### src/rtl/mod_sched_pkg.sv
// Shared types and constants for the round-robin modulo scheduler.
// No logic; state encodings and default sizing only.
// Not applicable: no datapath, no flow control.
package mod_sched_pkg;

  localparam int DEF_WIDTH = 32;
  localparam int DEF_NREQ  = 4;
  localparam int DEF_IDW   = 2;

  typedef logic [1:0] state_t;

  localparam state_t IDLE = 2'b00;
  localparam state_t LOAD = 2'b01;
  localparam state_t SUB  = 2'b10;
  localparam state_t DONE = 2'b11;

endpackage

### src/rtl/mod_sched_if.sv
// Client-side bundle for the shared modulo scheduler: requests, operands, results.
// Pure wiring; no latency of its own.
// Flow control is level req with a one-cycle gnt; results are a one-cycle done pulse.
interface mod_sched_if #(
  parameter int WIDTH = 32,
  parameter int NREQ  = 4,
  parameter int IDW   = 2
);
  logic [NREQ-1:0]       req;
  logic [NREQ*WIDTH-1:0] dividend;
  logic [NREQ*WIDTH-1:0] divisor;
  logic [NREQ-1:0]       gnt;
  logic                  busy;
  logic                  done;
  logic [IDW-1:0]        done_id;
  logic [WIDTH-1:0]      remainder;
  logic [WIDTH-1:0]      quotient;
  logic                  dz_err;

  // client blocks drive requests and operands
  modport master (
    output req, dividend, divisor,
    input  gnt, busy, done, done_id, remainder, quotient, dz_err
  );

  // the scheduler consumes requests and returns results
  modport slave (
    input  req, dividend, divisor,
    output gnt, busy, done, done_id, remainder, quotient, dz_err
  );
endinterface

### src/rtl/mod_sched_rr_arbiter.sv
// Combinational round-robin pick: first set req bit at or above ptr, with wrap.
// Zero latency (pure combinational).
// No backpressure; the caller decides when the pick is used.
module rr_arbiter #(
  parameter int NREQ = 4,
  parameter int IDW  = 2
) (
  input  logic [NREQ-1:0] req,
  input  logic [IDW-1:0]  ptr,
  output logic [NREQ-1:0] gnt_oh,
  output logic            vld
);

  int j;

  // walk NREQ slots starting at ptr; the first pending one wins
  always_comb begin
    gnt_oh = '0;
    vld    = 1'b0;
    j      = 0;
    for (int k = 0; k < NREQ; k++) begin
      j = int'(ptr) + k;
      if (j >= NREQ) j = j - NREQ;
      if (!vld && req[j]) begin
        gnt_oh[j] = 1'b1;
        vld       = 1'b1;
      end
    end
  end

endmodule

### src/rtl/mod_sched.sv
// Round-robin scheduler in front of one iterative subtract-based modulo unit.
// gnt at cycle t -> done at t+q+2 (q = quotient), or t+1 when the divisor is 0.
// Non-preemptive: requests are only arbitrated in IDLE; others wait holding req.
module mod_sched
  import mod_sched_pkg::*;
#(
  parameter int WIDTH = DEF_WIDTH,
  parameter int NREQ  = DEF_NREQ,
  parameter int IDW   = DEF_IDW
) (
  input  logic     clk,
  input  logic     reset,
  mod_sched_if.slave bus
);

  state_t            state, nxt;
  logic [IDW-1:0]    id, ptr, win_id;
  logic [NREQ-1:0]   arb_oh;
  logic              arb_vld;
  logic [WIDTH-1:0]  temp, div, count;
  logic [WIDTH-1:0]  cur_dvd, cur_dvs;
  logic [WIDTH-1:0]  rem_q, quo_q;
  logic [IDW-1:0]    id_q;
  logic              dz_q;
  logic              ltd;

  rr_arbiter #(.NREQ(NREQ), .IDW(IDW)) u_arb (
    .req    (bus.req),
    .ptr    (ptr),
    .gnt_oh (arb_oh),
    .vld    (arb_vld)
  );

  // one-hot grant to binary requester index
  always_comb begin
    win_id = '0;
    for (int i = 0; i < NREQ; i++) begin
      if (arb_oh[i]) win_id = IDW'(i);
    end
  end

  assign cur_dvd = bus.dividend[id*WIDTH +: WIDTH];
  assign cur_dvs = bus.divisor[id*WIDTH +: WIDTH];
  assign ltd     = (temp < div);

  // state register
  always_ff @(posedge clk or negedge reset) begin
    if (!reset) state <= IDLE;
    else        state <= nxt;
  end

  // next-state logic
  always_comb begin
    nxt = state;
    case (state)
      IDLE:    if (arb_vld) nxt = LOAD;
      LOAD:    nxt = (cur_dvs == '0) ? DONE : SUB;
      SUB:     if (ltd) nxt = DONE;
      DONE:    nxt = IDLE;
      default: nxt = IDLE;
    endcase
  end

  // state-decoded outputs: grant in LOAD, pulse in DONE
  always_comb begin
    bus.gnt  = '0;
    bus.busy = (state != IDLE);
    bus.done = (state == DONE);
    if (state == LOAD) bus.gnt[id] = 1'b1;
  end

  // winner capture, operand load, iterative subtract and result registers
  always_ff @(posedge clk or negedge reset) begin
    if (!reset) begin
      id    <= '0;
      ptr   <= '0;
      temp  <= '0;
      div   <= '0;
      count <= '0;
      rem_q <= '0;
      quo_q <= '0;
      id_q  <= '0;
      dz_q  <= 1'b0;
    end else begin
      case (state)
        IDLE: begin
          if (arb_vld) id <= win_id;
        end
        LOAD: begin
          temp  <= cur_dvd;
          div   <= cur_dvs;
          count <= '0;
          ptr   <= (id == IDW'(NREQ-1)) ? '0 : id + 1'b1;
          // divide-by-zero skips SUB; results are ready for DONE next cycle
          if (cur_dvs == '0) begin
            rem_q <= cur_dvd;
            quo_q <= '0;
            dz_q  <= 1'b1;
            id_q  <= id;
          end
        end
        SUB: begin
          if (ltd) begin
            rem_q <= temp;
            quo_q <= count;
            dz_q  <= 1'b0;
            id_q  <= id;
          end else begin
            // compare gates the subtract, so it never wraps
            temp  <= temp - div;
            count <= count + 1'b1;
          end
        end
        default: ;
      endcase
    end
  end

  assign bus.remainder = rem_q;
  assign bus.quotient  = quo_q;
  assign bus.done_id   = id_q;
  assign bus.dz_err    = dz_q;

endmodule

### src/flat_wrapper.sv
// flat-port wrapper written by rule: the top's interface ports become plain ports
module mod_sched_flat import mod_sched_pkg::*;
#(
  parameter int WIDTH = DEF_WIDTH,
  parameter int NREQ  = DEF_NREQ,
  parameter int IDW   = DEF_IDW
)
  (clk, reset, bus_req, bus_dividend, bus_divisor, bus_gnt, bus_busy, bus_done, bus_done_id, bus_remainder, bus_quotient, bus_dz_err);
  mod_sched_if #(.WIDTH(WIDTH), .NREQ(NREQ), .IDW(IDW)) bus_i ();
  input  logic clk;
  input  logic reset;
  input wire logic [$bits(bus_i.req)-1:0] bus_req;
  input wire logic [$bits(bus_i.dividend)-1:0] bus_dividend;
  input wire logic [$bits(bus_i.divisor)-1:0] bus_divisor;
  output wire logic [$bits(bus_i.gnt)-1:0] bus_gnt;
  output wire logic [$bits(bus_i.busy)-1:0] bus_busy;
  output wire logic [$bits(bus_i.done)-1:0] bus_done;
  output wire logic [$bits(bus_i.done_id)-1:0] bus_done_id;
  output wire logic [$bits(bus_i.remainder)-1:0] bus_remainder;
  output wire logic [$bits(bus_i.quotient)-1:0] bus_quotient;
  output wire logic [$bits(bus_i.dz_err)-1:0] bus_dz_err;
  assign bus_i.req = bus_req;
  assign bus_i.dividend = bus_dividend;
  assign bus_i.divisor = bus_divisor;
  assign bus_gnt = bus_i.gnt;
  assign bus_busy = bus_i.busy;
  assign bus_done = bus_i.done;
  assign bus_done_id = bus_i.done_id;
  assign bus_remainder = bus_i.remainder;
  assign bus_quotient = bus_i.quotient;
  assign bus_dz_err = bus_i.dz_err;
  mod_sched #(.WIDTH(WIDTH), .NREQ(NREQ), .IDW(IDW)) u_core (.clk(clk), .reset(reset), .bus(bus_i));
endmodule
### config.mk
export PLATFORM = sky130hd
export DESIGN_NAME = mod_sched_flat
export DESIGN_NICKNAME = d
export VERILOG_FILES = /design/src/rtl/mod_sched_pkg.sv /design/src/rtl/mod_sched_if.sv /design/src/rtl/mod_sched_rr_arbiter.sv /design/src/rtl/mod_sched.sv /design/src/flat_wrapper.sv
export SDC_FILE = /design/constraint.sdc
export NUM_CORES = 1
export LEC_CHECK = 0
export BUFFER_PORTS_ARGS = -buffer_cell sky130_fd_sc_hd__buf_4
export CAP_MARGIN = 20
export CELL_PAD_IN_SITES_DETAIL_PLACEMENT = 1
export CELL_PAD_IN_SITES_GLOBAL_PLACEMENT = 2
export CORE_MARGIN = 3
export CORE_UTILIZATION = 28
export DETAILED_ROUTE_END_ITERATION = 8
export HOLD_SLACK_MARGIN = 0.12
export PLACE_DENSITY = 0.77
export SLEW_MARGIN = 25
export SYNTH_ARGS = -nofsm -noshare
export SYNTH_HDL_FRONTEND = slang
export SYNTH_SLANG_ARGS = --single-unit
### constraint.sdc
create_clock -name clk -period 2.7 [get_ports clk]
set_input_delay 0 -clock clk [delete_from_list [all_inputs] [get_ports clk]]
set_output_delay 0 -clock clk [all_outputs]
set_load 0.05 [all_outputs]
======== Yosys cells after proc, flatten, opt, wreduce, memory -nomap -nowiden ========
Cells that the tools add are included.
word-level totals
  register bits after elaboration ......... 169
  bits of input ports ..................... 262
  output and inout bits ................... 73
  word-level logic and storage cells ...... 126
operators by class
  add/sub/neg operators ................... 10
  order comparisons ....................... 15
  eq/ne operators ......................... 8
  shift-type cells ........................ 2
  multiplexer cells ....................... 59
  bitwise operators ....................... 3
  reductions and logical operators ........ 19
operators with widths
  cell                                                                            number
  32-bit two-way mux                                                              10
  32-bit one-hot mux with 2 select lines                                          4
  128-bit by 8-bit variable part select with 32-bit output                        2
  32-bit by 1-bit >= comparator with 1-bit output (second input constant)         4
  32-bit by 4-bit less-than comparator with 1-bit output (second input constant)  4
  32-bit by 1-bit adder with 32-bit output (second input constant)                1
  32-bit logical NOT                                                              1
  32-bit less-than comparator                                                     1
  32-bit subtractor                                                               1
  1-bit two-way mux                                                               21
  4-bit two-way mux                                                               5
  2-bit two-way mux                                                               7
  4-bit OR                                                                        3
  3-bit by 3-bit subtractor with 4-bit output (second input constant)             3
  1-bit demux with 2-bit select                                                   5
  3-bit >= comparator (second input constant)                                     3
  1-bit binary-select mux with 2-bit select                                       4
  1-bit logical AND                                                               8
  2-bit one-hot mux with 4 select lines                                           1
  2-bit by 2-bit adder with 3-bit output (second input constant)                  2
  2-bit equality test (second input constant)                                     3
  2-bit by 1-bit inequality test with 1-bit output (second input constant)        3
  2-bit AND reduction                                                             3
  2-bit one-hot mux with 2 select lines                                           1
  13 further kinds                                                                16

======== Logic depth before layout (Yosys ltp) ========
  word-level depth ........................ 18
  mapped depth ............................ 14
  depth with buffers taken out ............ 12

======== By module ========
A second synthesis with hierarchy kept.
second synthesis, totals
  cells, all modules ...................... 1193
  area, all modules ....................... 11275.8 sq um
modules (own cells, without submodules)
  module      instances  cells each  area an instance (sq um)  sequential area each (sq um)
  mod_sched   1          1134        10817.9                   4229.1
  rr_arbiter  1          59          457.9                     0.0

======== Least setup slack after synthesis ========
Ideal clock, no wire load.
  path type ............................... register to register
  from .................................... register u_core.temp[0]
  to ...................................... register u_core.count[12]
  library setup time ...................... 128 ps
  arrival time ............................ 2720 ps
  required time ........................... 2572 ps
  setup slack ............................. -148 ps
  cell stages (with the launch flop) ...... 15
  buffers on the path ..................... 2
  clock period less this slack ............ 2848 ps
  cell sequence ........................... dfrtp_1 -> inv_1 -> ha_1 -> inv_1 -> fa_1 -> a211oi_2 -> o21ai_1 -> a21oi_1 -> a21oi_2 -> a31oi_2 -> buf_2 -> buf_2 -> a21oi_1 -> o21ai_0 -> o31ai_1
between the ends
  longest elaborated chain between the ends .. 3
ends and longest elaborated chain
  item                             RTL line          RTL
  from (decl)                      mod_sched.sv:20   logic [WIDTH-1:0] temp, div, count;
  from (signal assigned)           mod_sched.sv:90   temp <= cur_dvd;
  from (signal assigned)           mod_sched.sv:110  temp <= temp - div;
  32-bit less-than comparator      mod_sched.sv:44   assign ltd = (temp < div);
  2-bit inequality test (no line)  n/a
  2-bit AND reduction (no line)    n/a
  to (signal assigned)             mod_sched.sv:111  count <= count + 1'b1;
  to (decl)                        mod_sched.sv:20
No other way between the ends.
A chain may end at the register's enable or synchronous reset.

======== Final worst setup path ========
  from .................................... register u_core.id[0]
  to ...................................... register u_core.rem_q[6] (netlist: u_core.bus.remainder[6])
between the ends
  longest elaborated chain between the ends .. 4
  elaborated cells between the ends (all ways) .. 7
  those cells by class .................... eq/ne: 1; shift: 2; mux: 2; reduce/logical: 2
ends and longest elaborated chain
  item                                                        RTL line          RTL
  from (decl)                                                 mod_sched.sv:17   logic [IDW-1:0] id, ptr, win_id;
  from (signal assigned)                                      mod_sched.sv:87   if (arb_vld) id <= win_id;
  128-bit by 8-bit variable part select with 32-bit output    mod_sched.sv:43   assign cur_dvs = bus.divisor[id*WIDTH +: WIDTH];
  32-bit logical NOT                                          mod_sched.sv:95   if (cur_dvs == '0) begin
  2-bit by 1-bit inequality test with 1-bit output (no line)  n/a
  3-bit AND reduction (no line)                               n/a
  to (signal assigned)                                        mod_sched.sv:96   rem_q <= cur_dvd;
  to (signal assigned)                                        mod_sched.sv:104  rem_q <= temp;
  to (decl)                                                   mod_sched.sv:22   logic [WIDTH-1:0] rem_q, quo_q;
Parallel ways exist; a longest one is shown, timed or not. The select of a mux whose other input is x is not followed.

==> impl_table.tex <==
\begin{tabular}{lr}
\hline
Metric & Value \\
\hline
\multicolumn{2}{l}{\textbf{Yosys}} \\
Summed instance area of the synthesized netlist & 11000 sq um \\
Syn. warnings & 0 \\
Post-Synthesis Mean Instance Area & 9.39 sq um \\
Sequential cell area fraction in the yosys report & 0.383 \\
Number of nets in the synthesized netlist & 1486 \\
Primary flip-flop cell chosen by synthesis mapping & sky130\_fd\_sc\_hd\_\_dfrtp\_1 \\
Share of flip-flops with an asynchronous set or reset after synthesis & 1.00 \\
Register bit total from synthesis & 169 \\
Count of unique library cells instantiated by Yosys & 68 \\
Synthesized netlist cell count & 1175 \\
Number of enable-type register cells in the synthesized netlist & 0 \\
\multicolumn{2}{l}{\textbf{Final layout}} \\
Net count reported at finish & 2062 \\
Inserted Diodes & 0 \\
Filler Cells Inserted & 4343 \\
Share of cells above drive strength 1 & 0.503 \\
Commonest non-fill, non-tap cell in the layout & sky130\_fd\_sc\_hd\_\_buf\_4 \\
Register area & 4240 sq um \\
Layout Area Growth over Synthesis & 67.5\% \\
Commonest cells after routing, fill and taps aside & sky130\_fd\_sc\_hd\_\_buf\_4 (544), sky130\_fd\_sc\_hd\_\_dfrtp\_1 (167), sky130\_fd\_sc\_hd\_\_nand2\_1 (164) \\
Final Instance Count excl. Fillers & 2282 \\
Final design instance area without fill & 18500 sq um \\
Share of the core filled with cells in the final layout & 0.477 \\
Combined area of the multi-input logic cells & 7400 sq um \\
\multicolumn{2}{l}{\textbf{Clock tree}} \\
Clock slew at reported path FFs & 0.08 ns \\
Clock latency reported for the late side of the worst-skew pair & 0.45 ns \\
Count of H-tree levels built during CTS & 4 \\
CTS Buf Count & 17 \\
Clk Tree Root Cell & sky130\_fd\_sc\_hd\_\_clkbuf\_16 \\
Clock Sinks & 169 \\
Clock buffer depth & 2 \\
CTS tree & built \\
\multicolumn{2}{l}{\textbf{Routing}} \\
Met2 wire len & 24200 um \\
Via-to-Cell Ratio & 5.10 \\
Vias & 11.6k \\
Routed length on met3 & 2240 um \\
Number of iterations in the first detailed-routing pass & 4 \\
M1 WL & 21000 um \\
Top routing layer in use & met4 \\
\# DRC & 0 \\
Number of nets still failing antenna checks after routing & 0 \\
Final routed wirelength across all metal layers & 48100 um \\
Average routed wire per standard cell & 21.1 um \\
Iteration-0 DRC count of the detailed router & 595 \\
\multicolumn{2}{l}{\textbf{Global route}} \\
Number of antenna violations at the first check in global routing & 0 \\
Vias in the first global route & 12.2k \\
Final global-route overflow total & 0 \\
Maximum number of pins on one net before global-route repair & 74 \\
Wire length of the first global-routing pass & 68500 um \\
Combined global-route utilization of all metal layers & 0.210 \\
\multicolumn{2}{l}{\textbf{Placement}} \\
GP Congestion & 0.879 \\
Area after DPL & 15400 sq um \\
Detailed placer's ending HPWL & 32900 um \\
Quantity of I/O buffers inserted on ports & 334 \\
\# placed instances & 2141 \\
\multicolumn{2}{l}{\textbf{Outcome}} \\
Failing checks & negative setup slack \\
Result of the run & complete, but fails checks \\
\multicolumn{2}{l}{\textbf{Critical path}} \\
Combined buffer and inverter count along the critical path & 7 \\
Most frequent cell on the critical path & sky130\_fd\_sc\_hd\_\_buf\_12 \\
Crit Path Category & reg2reg \\
Startpoint Class & flop \\
Largest fanout on the critical path & 8 \\
Data arrival time of the critical path & 3.41 ns \\
Capturing element type of the critical path & flop \\
CP Cell Sequence & buf\_12 > buf\_12 > buf\_12 > mux4\_2 > nor4\_2 > nand4\_1 > buf\_4 > o21ai\_1 > buf\_4 > nand3\_4 > buf\_12 > buf\_16 > a21o\_1 \\
Top delay family on crit path & buffers and inverters \\
Required @ worst endpoint & 3.04 ns \\
Critical-path cell with the highest stage delay & sky130\_fd\_sc\_hd\_\_dfrtp\_4 \\
Crit path largest cell delay & 0.53 ns \\
\multicolumn{2}{l}{\textbf{Timing}} \\
Worst hold slack across all endpoints & 0.149 ns \\
RSZ-0062 raised after global routing & true \\
Final clock period utilization by the worst path & 1.14 \\
Post-route minimum period & 3.07 ns \\
Setup WS post-layout & -0.370 ns \\
Endpoints failing hold & 0 \\
Fmax & 326 MHz \\
Total negative setup slack & -34.89 ns \\
Final Skew & 0.0152 ns \\
Transition time at the pin with the least slew margin & 0.752 ns \\
Relative slew slack & 0.499 \\
Number of max-slew violations in the final report & 0 \\
Final setup viols & 133 \\
\multicolumn{2}{l}{\textbf{Die}} \\
Die Width & 204 um \\
Standard-cell rows & 72 \\
Initial cell density of the core & 0.285 \\
Standard cell core area & 38700 sq um \\
Die span in y & 204 um \\
Count of boundary I/O pins & 335 \\
Total Die Area & 41800 sq um \\
\multicolumn{2}{l}{\textbf{Power and ir drop}} \\
Pwr dens & 1540 nW/um\^{}2 \\
Reported leakage power & 0.00855 uW \\
Peak ir drop on the vdd network & 0.711 mV \\
\multicolumn{2}{l}{\textbf{Worst hold path}} \\
Tightest Hold Check Type & in2reg \\
\multicolumn{2}{l}{\textbf{Flow run}} \\
Max capacitance violation total & 0 \\
\hline
\end{tabular}
[tightest hold or removal path, delay by kind of cell]
kind / cells / cell delay [ns]
buffers and inverters: 2 / 0.18
AOI/OAI and AO/OA: 1 / 0.06
and+or+nand+nor: 1 / 0.04
muxes: 1 / 0.27
[cells in the mapped netlist, drive strengths merged, types with 7 or more instances]
cell type,number,share of area
a211oi,7,0.0052
o21ai,137,0.062
a21oi,95,0.044
nor4,13,0.0085
xor2,16,0.013
and4,7,0.0056
nor3,13,0.0059
buf,30,0.016
nand4,14,0.0079
and2,31,0.018
a31oi,16,0.0096
clkbuf,41,0.014
mux4,65,0.13
dfrtp,169,0.38
a21o,20,0.014
xnor2,26,0.021
nand2,199,0.068
nor2,63,0.021
and3,8,0.0045
nand3,23,0.011
inv,52,0.018
ha,48,0.054
[cells by family after synthesis]
logic type      share of synthesized area
compound gates                      0.176
xor+xnor                           0.0334
fa+ha+maj                          0.0563
buf+inv                            0.0472
flops                               0.383
mux                                 0.139
simple gates                        0.164
[layout make-up]
type / instances / area share
sequential: 169 / 0.229
multi-input combinational: 886 / 0.401
timing repair buffer: 625 / 0.291
inverter: 52 / 0.0106
tap: 518 / 0.0351
clock buffer: 18 / 0.0238
clock inverter: 14 / 0.00982
[worst paths after layout]
kind | startpoint | end | slack (ns) | cells past startpoint
max in group asynchronous | reset | u_core.div[13] | 1.69 | 3
worst min-delay path | bus_divisor[2] | u_core.div[2] | 0.15 | 5
worst max-delay path | u_core.id[0] | u_core.bus.remainder[6] | -0.37 | 13
worst max register to register | u_core.id[0] | u_core.bus.remainder[6] | -0.37 | 13
min in group asynchronous | reset | u_core.bus.quotient[14] | 0.16 | 2
worst min register to register | u_core.bus.remainder[4] | u_core.bus.remainder[4] | 0.49 | 1
[power breakdown]
part | internal, uW | leakage [uW] | switching, uW | total [uW]
Clock | 1430 | 0.000300 | 1210 | 2640
Combinational | 10200 | 0.00609 | 11500 | 21700
Sequential | 3420 | 0.00217 | 597 | 4020
Total | 15000 | 0.00855 | 13300 | 28400
[registers in the layout (all words and copies together), names as in the netlist]
register,count
u_core.count,32
u_core.div,32
u_core.bus.quotient,32
u_core.state,2
u_core.temp,32
u_core.ptr,2
u_core.bus.dz_err,1
u_core.bus.remainder,32
u_core.bus.done_id,2
u_core.id,2
[metrics by stage]
stage / worst slack [ns] / total power, uW
after floorplan: 0.00477 / 13500
after global placement: -0.385 / 19600
after detailed placement: -0.364 / 19900
after CTS: -0.316 / 24300
after global routing: -0.496 / 30200
final: -0.370 / 28400
[metal layers]
layer	GRT usage	up-vias
met5	0	-
li1	-	5409
met2	0.360	317
met4	0.0494	0
met3	0.0342	37
met1	0.277	5882
[timing repair]
action                     in CTS  in global routing
setup endpoints to repair     133                133
hold endpoints to repair      137                  0
resized for setup              65                226
hold buffers                   16                  0
pin swaps                      27                123
buffers inserted               46                 38
gates cloned                    5                 14
Note: power is estimated with default switching activity, not from simulation.
